<file path="src/rtl/dut_bus_arbiter.sv">
// Round-robin arbiter that shares one valid/rw/addr/ready bus among NUM_REQ
// requesters. The winner's command is latched and driven until the bus answers
// or the timeout expires; the result is returned as a one-cycle req_ready pulse.
module dut_bus_arbiter #(
    parameter int NUM_REQ = 4,
    parameter int ADDR_W  = 8,
    parameter int DATA_W  = 32,
    parameter int TIMEOUT = 64
) (
    input  logic                        clk,
    input  logic                        rst_n,
    input  logic [NUM_REQ-1:0]          req_valid,
    input  logic [NUM_REQ-1:0]          req_rw,
    input  logic [NUM_REQ*ADDR_W-1:0]   req_addr,
    input  logic [NUM_REQ*DATA_W-1:0]   req_wdata,
    output logic [NUM_REQ-1:0]          req_ready,
    output logic [DATA_W-1:0]           req_rdata,
    output logic                        req_err,
    output logic                        valid,
    output logic                        rw,
    output logic [ADDR_W-1:0]           addr,
    output logic [DATA_W-1:0]           wdata,
    input  logic                        ready,
    input  logic [DATA_W-1:0]           rdata,
    output logic                        busy,
    output logic [$clog2(NUM_REQ)-1:0]  grant_id
);

    localparam int          IDX_W = $clog2(NUM_REQ);
    localparam int          TMR_W = (TIMEOUT > 0) ? $clog2(TIMEOUT + 1) : 1;
    localparam int unsigned NR    = NUM_REQ;

    typedef enum logic [1:0] {
        ST_IDLE,
        ST_BUSY,
        ST_DONE
    } state_t;

    state_t               state_q, state_d;
    logic [IDX_W-1:0]     rr_q, rr_d;
    logic [TMR_W-1:0]     timer_q, timer_d;
    logic [IDX_W-1:0]     grant_q, grant_d;
    logic                 valid_q, valid_d;
    logic                 rw_q, rw_d;
    logic [ADDR_W-1:0]    addr_q, addr_d;
    logic [DATA_W-1:0]    wdata_q, wdata_d;
    logic [NUM_REQ-1:0]   req_ready_q, req_ready_d;
    logic [DATA_W-1:0]    req_rdata_q, req_rdata_d;
    logic                 req_err_q, req_err_d;
    logic                 busy_q, busy_d;

    logic                 win_found;
    logic [IDX_W-1:0]     win_idx;
    logic [IDX_W-1:0]     scan_idx;
    logic                 complete;
    logic                 abort;

    logic [ADDR_W-1:0]    addr_arr  [NUM_REQ];
    logic [DATA_W-1:0]    wdata_arr [NUM_REQ];

    for (genvar g = 0; g < NUM_REQ; g++) begin : g_unpack
        assign addr_arr[g]  = req_addr[g*ADDR_W +: ADDR_W];
        assign wdata_arr[g] = req_wdata[g*DATA_W +: DATA_W];
    end

    // State register and all registered outputs, async active-low reset
    always_ff @(posedge clk or negedge rst_n) begin
        if (!rst_n) begin
            state_q     <= ST_IDLE;
            rr_q        <= '0;
            timer_q     <= '0;
            grant_q     <= '0;
            valid_q     <= 1'b0;
            rw_q        <= 1'b0;
            addr_q      <= '0;
            wdata_q     <= '0;
            req_ready_q <= '0;
            req_rdata_q <= '0;
            req_err_q   <= 1'b0;
            busy_q      <= 1'b0;
        end else begin
            state_q     <= state_d;
            rr_q        <= rr_d;
            timer_q     <= timer_d;
            grant_q     <= grant_d;
            valid_q     <= valid_d;
            rw_q        <= rw_d;
            addr_q      <= addr_d;
            wdata_q     <= wdata_d;
            req_ready_q <= req_ready_d;
            req_rdata_q <= req_rdata_d;
            req_err_q   <= req_err_d;
            busy_q      <= busy_d;
        end
    end

    // Next state: round-robin winner search, bus timer, completion/abort decision
    always_comb begin
        state_d   = state_q;
        rr_d      = rr_q;
        timer_d   = timer_q;
        win_found = 1'b0;
        win_idx   = '0;
        scan_idx  = '0;
        complete  = 1'b0;
        abort     = 1'b0;
        case (state_q)
            ST_IDLE: begin
                for (int unsigned k = 0; k < NR; k++) begin
                    scan_idx = IDX_W'((32'(rr_q) + k) % NR);
                    if (!win_found && req_valid[scan_idx]) begin
                        win_found = 1'b1;
                        win_idx   = scan_idx;
                    end
                end
                if (win_found) begin
                    state_d = ST_BUSY;
                    rr_d    = (win_idx == IDX_W'(NUM_REQ - 1)) ? '0 : win_idx + IDX_W'(1);
                    timer_d = TMR_W'(1);
                end
            end
            ST_BUSY: begin
                if (ready) begin
                    complete = 1'b1;
                    state_d  = ST_DONE;
                end else if (TIMEOUT != 0 && timer_q == TMR_W'(TIMEOUT)) begin
                    abort   = 1'b1;
                    state_d = ST_DONE;
                end else if (timer_q != '1) begin
                    timer_d = timer_q + TMR_W'(1);
                end
            end
            ST_DONE: begin
                state_d = ST_IDLE;
            end
            default: begin
                state_d = ST_IDLE;
            end
        endcase
    end

    // Output values loaded into the output registers at the next edge
    always_comb begin
        valid_d     = 1'b0;
        rw_d        = rw_q;
        addr_d      = addr_q;
        wdata_d     = wdata_q;
        grant_d     = grant_q;
        req_ready_d = '0;
        req_rdata_d = '0;
        req_err_d   = 1'b0;
        busy_d      = (state_d != ST_IDLE);
        case (state_q)
            ST_IDLE: begin
                if (win_found) begin
                    valid_d = 1'b1;
                    rw_d    = req_rw[win_idx];
                    addr_d  = addr_arr[win_idx];
                    wdata_d = wdata_arr[win_idx];
                    grant_d = win_idx;
                end
            end
            ST_BUSY: begin
                if (complete) begin
                    req_ready_d[grant_q] = 1'b1;
                    req_rdata_d          = rw_q ? '0 : rdata;
                end else if (abort) begin
                    req_ready_d[grant_q] = 1'b1;
                    req_err_d            = 1'b1;
                end else begin
                    valid_d = 1'b1;
                end
            end
            default: begin
            end
        endcase
    end

    assign req_ready = req_ready_q;
    assign req_rdata = req_rdata_q;
    assign req_err   = req_err_q;
    assign valid     = valid_q;
    assign rw        = rw_q;
    assign addr      = addr_q;
    assign wdata     = wdata_q;
    assign busy      = busy_q;
    assign grant_id  = grant_q;

endmodule

</file>
<file path="config.mk">
export PLATFORM = sky130hd
export DESIGN_NAME = dut_bus_arbiter
export DESIGN_NICKNAME = d
export VERILOG_FILES = /design/src/rtl/dut_bus_arbiter.sv
export SDC_FILE = /design/constraint.sdc
export NUM_CORES = 1
export LEC_CHECK = 0
export CORE_ASPECT_RATIO = 0.9
export CORE_UTILIZATION = 38
export DETAILED_ROUTE_END_ITERATION = 10
export PLACE_DENSITY = 0.81
export SKIP_LAST_GASP = 1
export SLEW_MARGIN = 25
export SYNTH_ARGS = -nofsm -noshare
export SYNTH_HDL_FRONTEND = slang
export SYNTH_SLANG_ARGS = --single-unit
export TNS_END_PERCENT = 20
</file>
<file path="constraint.sdc">
create_clock -name clk -period 2.65 [get_ports clk]
set_clock_uncertainty 0.1 [all_clocks]
set_input_delay 0.53 -clock clk [delete_from_list [all_inputs] [get_ports clk]]
set_output_delay 0.53 -clock clk [all_outputs]
set_load 0.1 [all_outputs]
</file>
==> summary.txt <==
Outcome
  – Outcome: complete, no violations

Min path
  – Worst Hold Class: reg -> reg

Synth
  – Mean Syn Cell Area: 11.2 sq um
  – Synthesized instance count: 432
  – Yosys reg bits: 93
  – Cell Area, Synth: 0.00485 sq mm
  – Prevailing post-synth register cell: dfrtp_1
  – Synthesized Nets: 637
  – Sequential-to-total area share from yosys stat: 47.9%
  – Yosys warns: 0
  – Top-area cell type share of the netlist area: 47.9%
  – Synth cell types: 45
  – Synth top area cells: dfrtp_1 (48%), mux2i_1 (14%), a221oi_2 (4.9%)
  – Top cells by instance count after synthesis: dfrtp_1 (93), mux2i_1 (68), and2_1 (33), nor2_1 (32), nand2_1 (23)
  – Post-synth EDFFs: 0
  – Count leader, synth: dfrtp_1
  – Async set-or-reset flop fraction in the synthesized netlist: 100%
  – Area leader, netlist: dfrtp_1

Worst setup path
  – CP startpoint kind: input pin
  – Worst-path fanout max: 24
  – Worst EP required: 2760 ps
  – Type of element capturing the critical path: register
  – Critical Path AT: 2460 ps
  – Crit path kind: in -> reg

STA
  – Max Fclk: 0.426 GHz
  – RSZ-0062 raised after global routing: no
  – Pins Over Slew Limit: 0
  – Final hold violations: 0
  – Slew margin rel.: 63.4%
  – Minimum clock period: 2350 ps
  – Worst slew pin tran: 550 ps
  – Hold slack: 399 ps
  – Final Setup Violations: 0
  – Final Cycle Share: 88.5%

Die
  – Rows: 38
  – Initial Utilization: 39.6%
  – Die Height: 109 microns
  – Core Footprint: 0.0123 sq mm
  – I/O pin count: 285
  – Die area: 0.0132 sq mm
  – Die X: 121 microns

Clocking
  – CTS resizes: 0
  – Cts bufs inserted: 9
  – Clk Latency, worst-skew pair: 340 ps
  – Register clock-pin slew on the reported worst setup and hold paths: 70 ps
  – H-tree Lvls: 3
  – CTS Sinks: 93
  – TritonCTS clock tree: built
  – Clk root buf: clkbuf_16
  – Clk buf depth: 2

GRT
  – Total gr overflow: 0
  – Antenna violations before repair: 0
  – Vias in the first global route: 4751
  – GRT met1 Usage: 26.8%
  – Met2 Use GR: 41.4%
  – GR met3 Demand/Resource: 6.22%
  – GRT busiest layer: met2
  – Tot GR Track Use: 23.1%
  – Global-route wire length before repair: 23500 microns
  – Largest net degree at the start of global routing: 72

Layout
  – Layout area overhead: 65.8%
  – Sequential cell area: 0.00233 sq mm
  – Final core occ: 65.6%
  – Fraction of layout cells with a size suffix above 1: 21.0%
  – Inserted Diodes: 0
  – Fin nets: 924
  – Final cell count without fillers: 884
  – FILL cells: 954
  – Footprint of the multi-input gates: 0.00233 sq mm

Placement
  – Hpwl dp: 11900 microns
  – Placed insts: 867
  – Final GP Congestion: 0.859
  – Port Buffer Count: 284

Routing
  – Via density per instance: 5.27
  – DRC Markers: 0
  – Total wire length: 15900 microns
  – Final ANT Viol Nets: 0
  – First-pass detailed-route iteration total: 4
  – Initial drt markers: 244
  – Via count: 4656
  – Routed wire per std cell: 17.9 microns

Power and ir drop
  – Total power: 9.15 mW
  – Power per cell area: 1140 mW/mm^2
  – Leakage: 3.57 nW
  – Peak VDD IR: 717 uV

Job
  – Total of max-cap violations: 0
-- worst max-delay path, cell delays in order --
cell and delay (ps):
clkdlybuf4s50_1 530, and3b_4 220, or3_1 370, nor3_4 190, buf_12 240, mux2i_1 270, a221oi_2 80
-- layer usage --
layer | wire (microns) | up-vias | part of all wire (%)
met5 | 0 | - | 0
met4 | 195 | 0 | 1.2
met3 | 1380 | 15 | 8.7
met2 | 8250 | 218 | 52
met1 | 6040 | 2248 | 38
li1 | - | 2175 | -
-- final cells by class --
| type | count | area share (%) |
|---|---|---|
| timing repair buffer | 309 | 35.9 |
| multi-input combinational | 300 | 29.0 |
| sequential | 93 | 28.9 |
| clock buffer | 12 | 3.06 |
| tap | 160 | 2.49 |
| clock inverter | 4 | 0.404 |
| inverter | 6 | 0.280 |
-- repair_timing --
item                       4_1_cts  5_1_grt
buffers inserted                 0        0
hold buffers                     1        0
setup endpoints to repair        0        0
hold endpoints to repair        22        0
-- final timing paths --
path,from,to,slack (ps),cells past startpoint
min in group asynchronous,rst_n,wdata[25],540,2
max in group asynchronous,rst_n,wdata[23],1230,3
min,wdata[2],wdata[2],400,2
max,req_valid[3],addr[4],300,7
min reg2reg,wdata[2],wdata[2],400,2
max reg2reg,state_q[0],addr[4],520,6
-- layout by cell type, fill, tap and decap left out, types with 9 or more instances in the layout --
master	n
o211ai_1	18
clkdlybuf4s50_1	201
nand4_1	18
dfrtp_1	93
nand2_1	23
and2_1	33
nor2_1	30
o31ai_1	18
buf_4	102
clkbuf_16	9
a221oi_2	16
a211o_1	16
mux2i_1	68
-- flip-flops by register name (all words and copies together) (netlist names) --
signal,cells
req_rdata,32
wdata,32
addr,8
timer_q,7
req_ready,4
grant_id,2
rr_q,2
state_q,2
busy,1
req_err,1
rw,1
valid,1
-- metrics by stage --
step	worst slack [ps]	area, sq um	setup TNS (ps)
2_1_floorplan	515	4850	0
3_3_place_gp	33.0	7760	0
3_5_place_dp	-33.1	7760	-82.2
4_1_cts	316	8050	0
5_1_grt	192	8050	0
6_report	304	8050	0
-- where the power goes --
part	internal, mW	switching [mW]
logic	1.59	4.19
clock network	0.669	0.573
registers	1.84	0.290
total	4.10	5.05
-- logic make-up (layout without fill, tap and decap cells) --
group	Yosys count	after routing	share of synthesized area (%)
XOR/XNOR	3	3	0.541
flip-flops	93	93	47.9
multiplexers	69	69	14.3
AND/OR/NAND/NOR	134	134	15.3
adder cells (fa/ha/maj)	2	2	0.515
buffers and inverters	39	331	4.23
AO/OA/AOI/OAI	92	92	17.3
(Power assumes the default switching activity.)
